### src/rtl/imem_program_writer_pkg.sv
// Shared RV32I encoding constants, descriptor classes, error codes and the
// writer FSM state encoding used by the instruction memory programmer.
package riscv_pkg;

  // Major opcodes of the supported RV32I subset
  localparam logic [6:0] OP_LOAD   = 7'b0000011;
  localparam logic [6:0] OP_STORE  = 7'b0100011;
  localparam logic [6:0] OP_RTYPE  = 7'b0110011;
  localparam logic [6:0] OP_BRANCH = 7'b1100011;
  localparam logic [6:0] OP_ITYPE  = 7'b0010011;
  localparam logic [6:0] OP_JAL    = 7'b1101111;
  localparam logic [6:0] OP_LUI    = 7'b0110111;

  // Descriptor class codes carried on desc_class
  typedef enum logic [2:0] {
    CLS_LOAD   = 3'd0,
    CLS_STORE  = 3'd1,
    CLS_RTYPE  = 3'd2,
    CLS_BRANCH = 3'd3,
    CLS_ITYPE  = 3'd4,
    CLS_JAL    = 3'd5,
    CLS_LUI    = 3'd6,
    CLS_RSVD   = 3'd7
  } desc_class_e;

  // Sticky session error reported on err_code
  typedef enum logic [1:0] {
    ERR_NONE     = 2'b00,
    ERR_ILLEGAL  = 2'b01,
    ERR_OVERFLOW = 2'b10
  } err_code_e;

  // Writer session FSM
  typedef enum logic [2:0] {
    S_IDLE  = 3'd0,
    S_LOAD  = 3'd1,
    S_FLUSH = 3'd2,
    S_DONE  = 3'd3,
    S_ERROR = 3'd4
  } state_e;

  // True when imm is representable as a signed value of 'bits' bits, i.e.
  // everything from bit bits-1 upward is a copy of the sign.
  function automatic logic immFits(input logic [31:0] imm, input int unsigned bits);
    logic signed [31:0] shifted;
    shifted = $signed(imm) >>> (bits - 1);
    return (shifted == '0) || (shifted == '1);
  endfunction

  // The ALU funct3 values this core's decode path implements
  function automatic logic aluFunct3Ok(input logic [2:0] f3);
    return (f3 == 3'b000) || (f3 == 3'b010) || (f3 == 3'b110) || (f3 == 3'b111);
  endfunction

endpackage

### src/rtl/imem_program_writer_if.sv
// Descriptor stream plus instruction memory write port of the programmer.
// The host side drives descriptors (master); the writer consumes them and
// drives the memory write port (slave).
interface imem_program_writer_if #(
  parameter int IMEM_DEPTH = 64
) ();

  localparam int ADDR_W = $clog2(IMEM_DEPTH);

  logic              desc_valid;
  logic              desc_ready;
  logic [2:0]        desc_class;
  logic [4:0]        desc_rd;
  logic [4:0]        desc_rs1;
  logic [4:0]        desc_rs2;
  logic [2:0]        desc_funct3;
  logic              desc_funct7b5;
  logic [31:0]       desc_imm;
  logic              desc_last;

  logic              imem_we;
  logic [ADDR_W-1:0] imem_addr;
  logic [31:0]       imem_wdata;

  modport master (
    output desc_valid, desc_class, desc_rd, desc_rs1, desc_rs2,
           desc_funct3, desc_funct7b5, desc_imm, desc_last,
    input  desc_ready, imem_we, imem_addr, imem_wdata
  );

  modport slave (
    input  desc_valid, desc_class, desc_rd, desc_rs1, desc_rs2,
           desc_funct3, desc_funct7b5, desc_imm, desc_last,
    output desc_ready, imem_we, imem_addr, imem_wdata
  );

endinterface

### src/rtl/imem_program_writer_encoder.sv
// Combinational translation of one field-level descriptor into an RV32I
// instruction word, flagging descriptors the core could not execute.
module rv_instr_encoder
  import riscv_pkg::*;
(
  input  logic [2:0]  class_i,
  input  logic [4:0]  rd_i,
  input  logic [4:0]  rs1_i,
  input  logic [4:0]  rs2_i,
  input  logic [2:0]  funct3_i,
  input  logic        funct7b5_i,
  input  logic [31:0] imm_i,
  output logic [31:0] word_o,
  output logic        illegal_o
);

  desc_class_e cls;

  assign cls = desc_class_e'(class_i);

  // Field packing per instruction format and legality of the requested encoding
  always_comb begin
    word_o    = '0;
    illegal_o = 1'b0;
    case (cls)
      CLS_LOAD: begin
        word_o    = {imm_i[11:0], rs1_i, 3'b010, rd_i, OP_LOAD};
        illegal_o = !immFits(imm_i, 12);
      end
      CLS_STORE: begin
        word_o    = {imm_i[11:5], rs2_i, rs1_i, 3'b010, imm_i[4:0], OP_STORE};
        illegal_o = !immFits(imm_i, 12);
      end
      CLS_RTYPE: begin
        word_o    = {1'b0, funct7b5_i, 5'b00000, rs2_i, rs1_i, funct3_i, rd_i, OP_RTYPE};
        illegal_o = !aluFunct3Ok(funct3_i) || (funct7b5_i && (funct3_i != 3'b000));
      end
      CLS_BRANCH: begin
        word_o    = {imm_i[12], imm_i[10:5], rs2_i, rs1_i, 3'b000,
                     imm_i[4:1], imm_i[11], OP_BRANCH};
        illegal_o = !immFits(imm_i, 13) || imm_i[0];
      end
      CLS_ITYPE: begin
        word_o    = {imm_i[11:0], rs1_i, funct3_i, rd_i, OP_ITYPE};
        illegal_o = !aluFunct3Ok(funct3_i) || funct7b5_i || !immFits(imm_i, 12);
      end
      CLS_JAL: begin
        word_o    = {imm_i[20], imm_i[10:1], imm_i[11], imm_i[19:12], rd_i, OP_JAL};
        illegal_o = !immFits(imm_i, 21) || imm_i[0];
      end
      CLS_LUI: begin
        word_o    = {imm_i[31:12], rd_i, OP_LUI};
        illegal_o = (imm_i[11:0] != 12'd0);
      end
      default: begin
        illegal_o = 1'b1;
      end
    endcase
  end

endmodule

### src/rtl/imem_program_writer.sv
// Boot-time instruction memory programmer: accepts descriptors one per
// cycle, encodes them and writes the words to consecutive addresses from 0.
module imem_program_writer
  import riscv_pkg::*;
#(
  parameter  int IMEM_DEPTH = 64,
  localparam int ADDR_W     = $clog2(IMEM_DEPTH)
) (
  input  logic                 clk,
  input  logic                 rst_n,
  input  logic                 start,
  imem_program_writer_if.slave bus,
  output logic                 busy,
  output logic                 done,
  output logic [1:0]           err_code,
  output logic [ADDR_W:0]      word_count
);

  localparam logic [ADDR_W:0] DEPTH_W     = (ADDR_W + 1)'(IMEM_DEPTH);
  localparam logic [ADDR_W:0] LAST_SLOT_W = (ADDR_W + 1)'(IMEM_DEPTH - 1);

  state_e            state_q, state_d;
  err_code_e         err_q, err_d;
  logic              ovf_q, ovf_d;
  logic              we_q;
  logic [31:0]       wdata_q;
  logic [ADDR_W-1:0] addr_q;
  logic [ADDR_W:0]   count_q;

  logic              descReady;
  logic              accept;
  logic              writeAccept;
  logic              clearSession;
  logic [ADDR_W:0]   slotIdx;
  logic              lastSlot;
  logic [31:0]       encWord;
  logic              encIllegal;

  rv_instr_encoder u_encoder (
    .class_i    (bus.desc_class),
    .rd_i       (bus.desc_rd),
    .rs1_i      (bus.desc_rs1),
    .rs2_i      (bus.desc_rs2),
    .funct3_i   (bus.desc_funct3),
    .funct7b5_i (bus.desc_funct7b5),
    .imm_i      (bus.desc_imm),
    .word_o     (encWord),
    .illegal_o  (encIllegal)
  );

  // A write may still be pending from the previous handshake, so the slot a
  // new descriptor lands in is the committed count plus that pending word.
  assign descReady   = (state_q == S_LOAD) && (count_q < DEPTH_W);
  assign accept      = bus.desc_valid && descReady;
  assign writeAccept = accept && !encIllegal;
  assign slotIdx     = count_q + {{ADDR_W{1'b0}}, we_q};
  assign lastSlot    = (slotIdx == LAST_SLOT_W);

  // Next-state logic: session start, descriptor outcomes and write draining
  always_comb begin
    state_d      = state_q;
    err_d        = err_q;
    ovf_d        = ovf_q;
    clearSession = 1'b0;
    case (state_q)
      S_IDLE, S_DONE, S_ERROR: begin
        if (start) begin
          state_d      = S_LOAD;
          err_d        = ERR_NONE;
          ovf_d        = 1'b0;
          clearSession = 1'b1;
        end
      end
      S_LOAD: begin
        if (accept) begin
          if (encIllegal) begin
            state_d = S_ERROR;
            err_d   = ERR_ILLEGAL;
          end else if (bus.desc_last) begin
            state_d = S_FLUSH;
          end else if (lastSlot) begin
            state_d = S_FLUSH;
            ovf_d   = 1'b1;
          end
        end
      end
      S_FLUSH: begin
        if (ovf_q) begin
          state_d = S_ERROR;
          err_d   = ERR_OVERFLOW;
        end else begin
          state_d = S_DONE;
        end
      end
      default: begin
        state_d = S_IDLE;
      end
    endcase
  end

  // Control state register
  always_ff @(posedge clk) begin
    if (!rst_n) begin
      state_q <= S_IDLE;
      err_q   <= ERR_NONE;
      ovf_q   <= 1'b0;
    end else begin
      state_q <= state_d;
      err_q   <= err_d;
      ovf_q   <= ovf_d;
    end
  end

  // Registered write port; address and count advance as each write retires
  always_ff @(posedge clk) begin
    if (!rst_n) begin
      we_q    <= 1'b0;
      wdata_q <= '0;
      addr_q  <= '0;
      count_q <= '0;
    end else begin
      we_q <= writeAccept;
      if (writeAccept) begin
        wdata_q <= encWord;
      end
      if (clearSession) begin
        addr_q  <= '0;
        count_q <= '0;
      end else if (we_q) begin
        addr_q  <= addr_q + ADDR_W'(1);
        count_q <= count_q + (ADDR_W + 1)'(1);
      end
    end
  end

  assign bus.desc_ready = descReady;
  assign bus.imem_we    = we_q;
  assign bus.imem_addr  = addr_q;
  assign bus.imem_wdata = wdata_q;
  assign busy           = (state_q == S_LOAD) || (state_q == S_FLUSH);
  assign done           = (state_q == S_DONE);
  assign err_code       = err_q;
  assign word_count     = count_q;

endmodule

### src/flat_wrapper.sv
// flat-port wrapper written by rule: the top's interface ports become plain ports
module imem_program_writer_flat import riscv_pkg::*;
#(
  parameter  int IMEM_DEPTH = 64,
  localparam int ADDR_W     = $clog2(IMEM_DEPTH)
)
  (clk, rst_n, start, busy, done, err_code, word_count, bus_desc_valid, bus_desc_class, bus_desc_rd, bus_desc_rs1, bus_desc_rs2, bus_desc_funct3, bus_desc_funct7b5, bus_desc_imm, bus_desc_last, bus_desc_ready, bus_imem_we, bus_imem_addr, bus_imem_wdata);
  imem_program_writer_if #(.IMEM_DEPTH(IMEM_DEPTH)) bus_i ();
  input  logic clk;
  input  logic rst_n;
  input  logic start;
  output logic busy;
  output logic done;
  output logic [1:0] err_code;
  output logic [ADDR_W:0] word_count;
  input wire logic [$bits(bus_i.desc_valid)-1:0] bus_desc_valid;
  input wire logic [$bits(bus_i.desc_class)-1:0] bus_desc_class;
  input wire logic [$bits(bus_i.desc_rd)-1:0] bus_desc_rd;
  input wire logic [$bits(bus_i.desc_rs1)-1:0] bus_desc_rs1;
  input wire logic [$bits(bus_i.desc_rs2)-1:0] bus_desc_rs2;
  input wire logic [$bits(bus_i.desc_funct3)-1:0] bus_desc_funct3;
  input wire logic [$bits(bus_i.desc_funct7b5)-1:0] bus_desc_funct7b5;
  input wire logic [$bits(bus_i.desc_imm)-1:0] bus_desc_imm;
  input wire logic [$bits(bus_i.desc_last)-1:0] bus_desc_last;
  output wire logic [$bits(bus_i.desc_ready)-1:0] bus_desc_ready;
  output wire logic [$bits(bus_i.imem_we)-1:0] bus_imem_we;
  output wire logic [$bits(bus_i.imem_addr)-1:0] bus_imem_addr;
  output wire logic [$bits(bus_i.imem_wdata)-1:0] bus_imem_wdata;
  assign bus_i.desc_valid = bus_desc_valid;
  assign bus_i.desc_class = bus_desc_class;
  assign bus_i.desc_rd = bus_desc_rd;
  assign bus_i.desc_rs1 = bus_desc_rs1;
  assign bus_i.desc_rs2 = bus_desc_rs2;
  assign bus_i.desc_funct3 = bus_desc_funct3;
  assign bus_i.desc_funct7b5 = bus_desc_funct7b5;
  assign bus_i.desc_imm = bus_desc_imm;
  assign bus_i.desc_last = bus_desc_last;
  assign bus_desc_ready = bus_i.desc_ready;
  assign bus_imem_we = bus_i.imem_we;
  assign bus_imem_addr = bus_i.imem_addr;
  assign bus_imem_wdata = bus_i.imem_wdata;
  imem_program_writer #(.IMEM_DEPTH(IMEM_DEPTH)) u_core (.clk(clk), .rst_n(rst_n), .start(start), .bus(bus_i), .busy(busy), .done(done), .err_code(err_code), .word_count(word_count));
endmodule
### config.mk
export PLATFORM = sky130hd
export DESIGN_NAME = imem_program_writer_flat
export DESIGN_NICKNAME = d
export VERILOG_FILES = /design/src/rtl/imem_program_writer_pkg.sv /design/src/rtl/imem_program_writer_if.sv /design/src/rtl/imem_program_writer_encoder.sv /design/src/rtl/imem_program_writer.sv /design/src/flat_wrapper.sv
export SDC_FILE = /design/constraint.sdc
export NUM_CORES = 1
export LEC_CHECK = 0
export BUFFER_PORTS_ARGS = -buffer_cell sky130_fd_sc_hd__buf_2
export CAP_MARGIN = 25
export CORE_AREA = 2 2 100 93
export DETAILED_ROUTE_END_ITERATION = 10
export DIE_AREA = 0 0 102 95
export PLACE_DENSITY = 0.61
export SLEW_MARGIN = 20
export SYNTH_ARGS = -nofsm -noshare
export SYNTH_HDL_FRONTEND = slang
export SYNTH_SLANG_ARGS = --single-unit
### constraint.sdc
create_clock -name clk -period 3.4 [get_ports clk]
set_input_delay 0.34 -clock clk [delete_from_list [all_inputs] [get_ports clk]]
set_output_delay 0.34 -clock clk [all_outputs]
set_load 0.03 [all_outputs]
==> results.md <==
* Status: complete, no violations
* Worst hold slack at approximately 0.32 ns
* Measured slew at the worst slew-check pin at around 0.50 ns
* Summed negative setup slack over all endpoints at 0 ns
* Area Growth Syn to Fin at 24.4%
* Post-DP HPWL at around 6.5 mm
* DRT iter0 DRCs at roughly 90
* Final Hold Viols at 0
* First-pass GRT wire length at around 14 mm
* Antenna-violating nets left at 0
* Min-Delay Startpoint: rst_n
* H-tree depth at 2
* Num Clock Sinks at about 50
* Post-synth ARST share at 0%
* Cell Area, Synth at between 2000 and 3000 um^2
* P_leak at 1.50 nW
* Worst-path maximum fanout at 12
* Maxcap violations at 0
* RSZ-0062 raised after global routing: false
* Io pins at 110
* Reg clk slew, reported paths at around 0.1 ns
* Number of port buffers at approximately 110
* Yosys reg bits at between 50 and 60
* Met1 Wirelength at just under 4 mm
* CTS tree: yes
* CP Capture Type: flop
* Crit path kind: reg -> reg
* Hold Crit Class: in -> reg
* Slowest library cell on the worst path: dfxtp_1
* YS warnings at 0
* Worst setup path start: u_core.bus.imem_we
* Main flop type after synthesis: dfxtp_1
* Pre-Repair DR Iteration Count at 4
* CP peak stage delay at ~0.65 ns
* Min Tclk post-route at 2.25 ns
* Sw Pwr at ~0.00046 W
* Top sig layer: met4
* CTS root buf: clkbuf_8
* Die height at ~95 um
* Arr. time, crit path at approximately 2.5 ns
* Via density at approximately 5.2
* Worst rel slew slack at 66.4%
* Total nets after synthesis at between 400 and 500
* Int Pwr at between 0.0009 and 0.001 W
* GRT overflow at 0
* Die extent in x at approximately 100 um
* Final Skew at 0.00269 ns
* Critical path, cell by cell: ha_1, ha_1, a21boi_0, a32oi_1, nor4_1, nor3_1, a21oi_1, o211a_1
* Max Freq at approximately 0.44 GHz
* Startpoint Class: flop
* Full die area at slightly below 10000 um^2
* Clk pwr share at a little under a third
* Tcrit/Tclk final at 66.2%
* # DRC at 0
* Place WS at 0.939 ns
* CTS Buffer Depth at 2
* CTS resizes at 0
* Sw frac at approximately a third
* # Post-CTS Setup Buffers at 0
* Row cnt at 33
* DR WL/cell at around 14 um
* Worst vdd ir at just over 200 uV
* Met2 wire len at 3.79 mm
* Gpl congestion at around 0.86
* Global-route usage over all layers at 17.8%
* Syn_area_per_cell at between 8 and 9 um^2
* Sequential share of power at roughly 45%
* Vias in the first global route at 2798
* Initial antenna violation count at 1
* Post-cts hold buffer count at 0
* Share of cells above drive strength 1 at a little under a third
* Fin. max-slew vios at 0
* Logic pwr share at 23.5%
* Synth cell types at between 40 and 50
* Sequential share of the synthesized area at approximately 35%
* Final setup vio count at 0
* Post-Route WL at approximately 8.5 mm
* Core Region at between 8000 and 9000 um^2
* PwrDens at between 300 and 400 nW/um^2
* Clock latency on the worst-skew pair at around 0.3 ns
* Initial Utilization at roughly 34%
* Num CTS Buffers at 5
* R2R Path Start: u_core.bus.imem_we
* Met3 Routed Length at approximately 640 um
* Gate Count Post-Synth at between 300 and 400
* Post-synth EDFFs at 0
* Req. time, crit path at ~3.6 ns
* Vias at between 3k and 4k
* Most used cell, CP: ha_1
* Setup ws final at ~1.2 ns
* Largest net degree at the start of global routing at 39
* Nets@finish at about 530
-- metal layers --
layer / GRT usage, % / vias to the layer above
met5: 0 / -
met4: 3.11 / 0
met3: 4.96 / 8
met2: 27.4 / 105
met1: 25.1 / 1390
li1: - / 1531
-- through the flow --
step / power (W) / instance area (um^2) / cells / utilization, %
finish: 0.00142 / 3670 / 586 / 42.0
global route: 0.00150 / 3670 / 585 / 42.0
CTS: 0.00144 / 3670 / 585 / 42.0
detailed placement: 0.000993 / 3560 / 577 / 40.6
global placement: 0.000991 / 3560 / 577 / 40.6
floorplan: 0.000883 / 2950 / 367 / -
-- synthesized netlist by cell type (all sizes together) (5+ instances only) --
cell,number,area (um^2)
mux2,5,56.3
nor3,6,35.0
xor2,7,61.3
inv,7,26.3
nand2,17,63.8
nor2b,17,116
a221oi,9,78.8
xnor2,6,52.6
nor2,76,288
dfxtp,51,1020
nand2b,7,43.8
o21ai,9,45.0
buf,11,76.3
nor4,10,62.6
a22oi,15,113
a211oi,25,238
clkbuf,13,48.8
nand4,11,68.8
a21oi,23,115
mux2i,6,60.1
-- worst max-delay path: cells and delay by family, from the launching register on --
family / cells / cell delay, ns
flip-flops: 1 / 0.65
AO/OA/AOI/OAI: 4 / 0.60
adder cells (fa/ha/maj): 2 / 0.49
AND/OR/NAND/NOR: 2 / 0.40
-- registers in the layout (all words and copies together), names as in the netlist --
| name | cells |
|---|---|
| u_core.bus.imem_addr | 6 |
| u_core.bus.imem_we | 1 |
| u_core.state_q | 3 |
| u_core.word_count | 7 |
| u_core.bus.imem_wdata | 31 |
| u_core.err_code | 2 |
| u_core.ovf_q | 1 |
-- area by class of cell --
class | count | area (um^2)
timing repair buffer | 112 | 568
tap | 122 | 153
multi-input combinational | 284 | 1780
inverter | 8 | 30.0
sequential | 51 | 1020
clock inverter | 3 | 47.5
antenna | 1 | 2.50
fill | 943 | 5080
clock buffer | 5 | 68.8
-- path summary, 6_finish.rpt --
check,depth (start not counted),endpoint,slack (ns)
max,8,u_core.state_q[0],1.15
min,2,u_core.state_q[0],0.32
max reg2reg,8,u_core.state_q[0],1.15
min reg2reg,2,u_core.bus.imem_wdata[2],0.48
-- power by group through the flow --
stage / clock network [W] / logic, W / registers, W
floorplan: 0 / 0.000200 / 0.000683
finish: 0.000442 / 0.000335 / 0.000646
global placement: 0 / 0.000332 / 0.000659
CTS: 0.000457 / 0.000335 / 0.000646
detailed placement: 0 / 0.000334 / 0.000660
global route: 0.000482 / 0.000371 / 0.000651
-- cell usage in the layout (no fill, tap or decap), drive strengths merged, types with 3 or more instances in the layout --
cell / instances
buf: 112
nor2: 76
dfxtp: 51
a211oi: 25
a21oi: 23
nand2: 17
nor2b: 17
a22oi: 15
nand4: 11
nor4: 10
o21ai: 9
a221oi: 9
inv: 8
nand2b: 7
xor2: 7
xnor2: 6
mux2i: 6
nor3: 6
mux2: 5
clkbuf: 5
and2: 4
o211ai: 4
ha: 4
nand3: 3
o221ai: 3
-- cell families after synthesis --
family	after synthesis	synth area share [%]
flip-flops	51	34.6
AND/OR/NAND/NOR	155	25.2
AO/OA/AOI/OAI	101	25.5
XOR/XNOR	13	3.85
adder cells (fa/ha/maj)	4	1.69
multiplexers	11	3.94
buffers and inverters	32	5.25
Power figures use the tool's default switching activity.
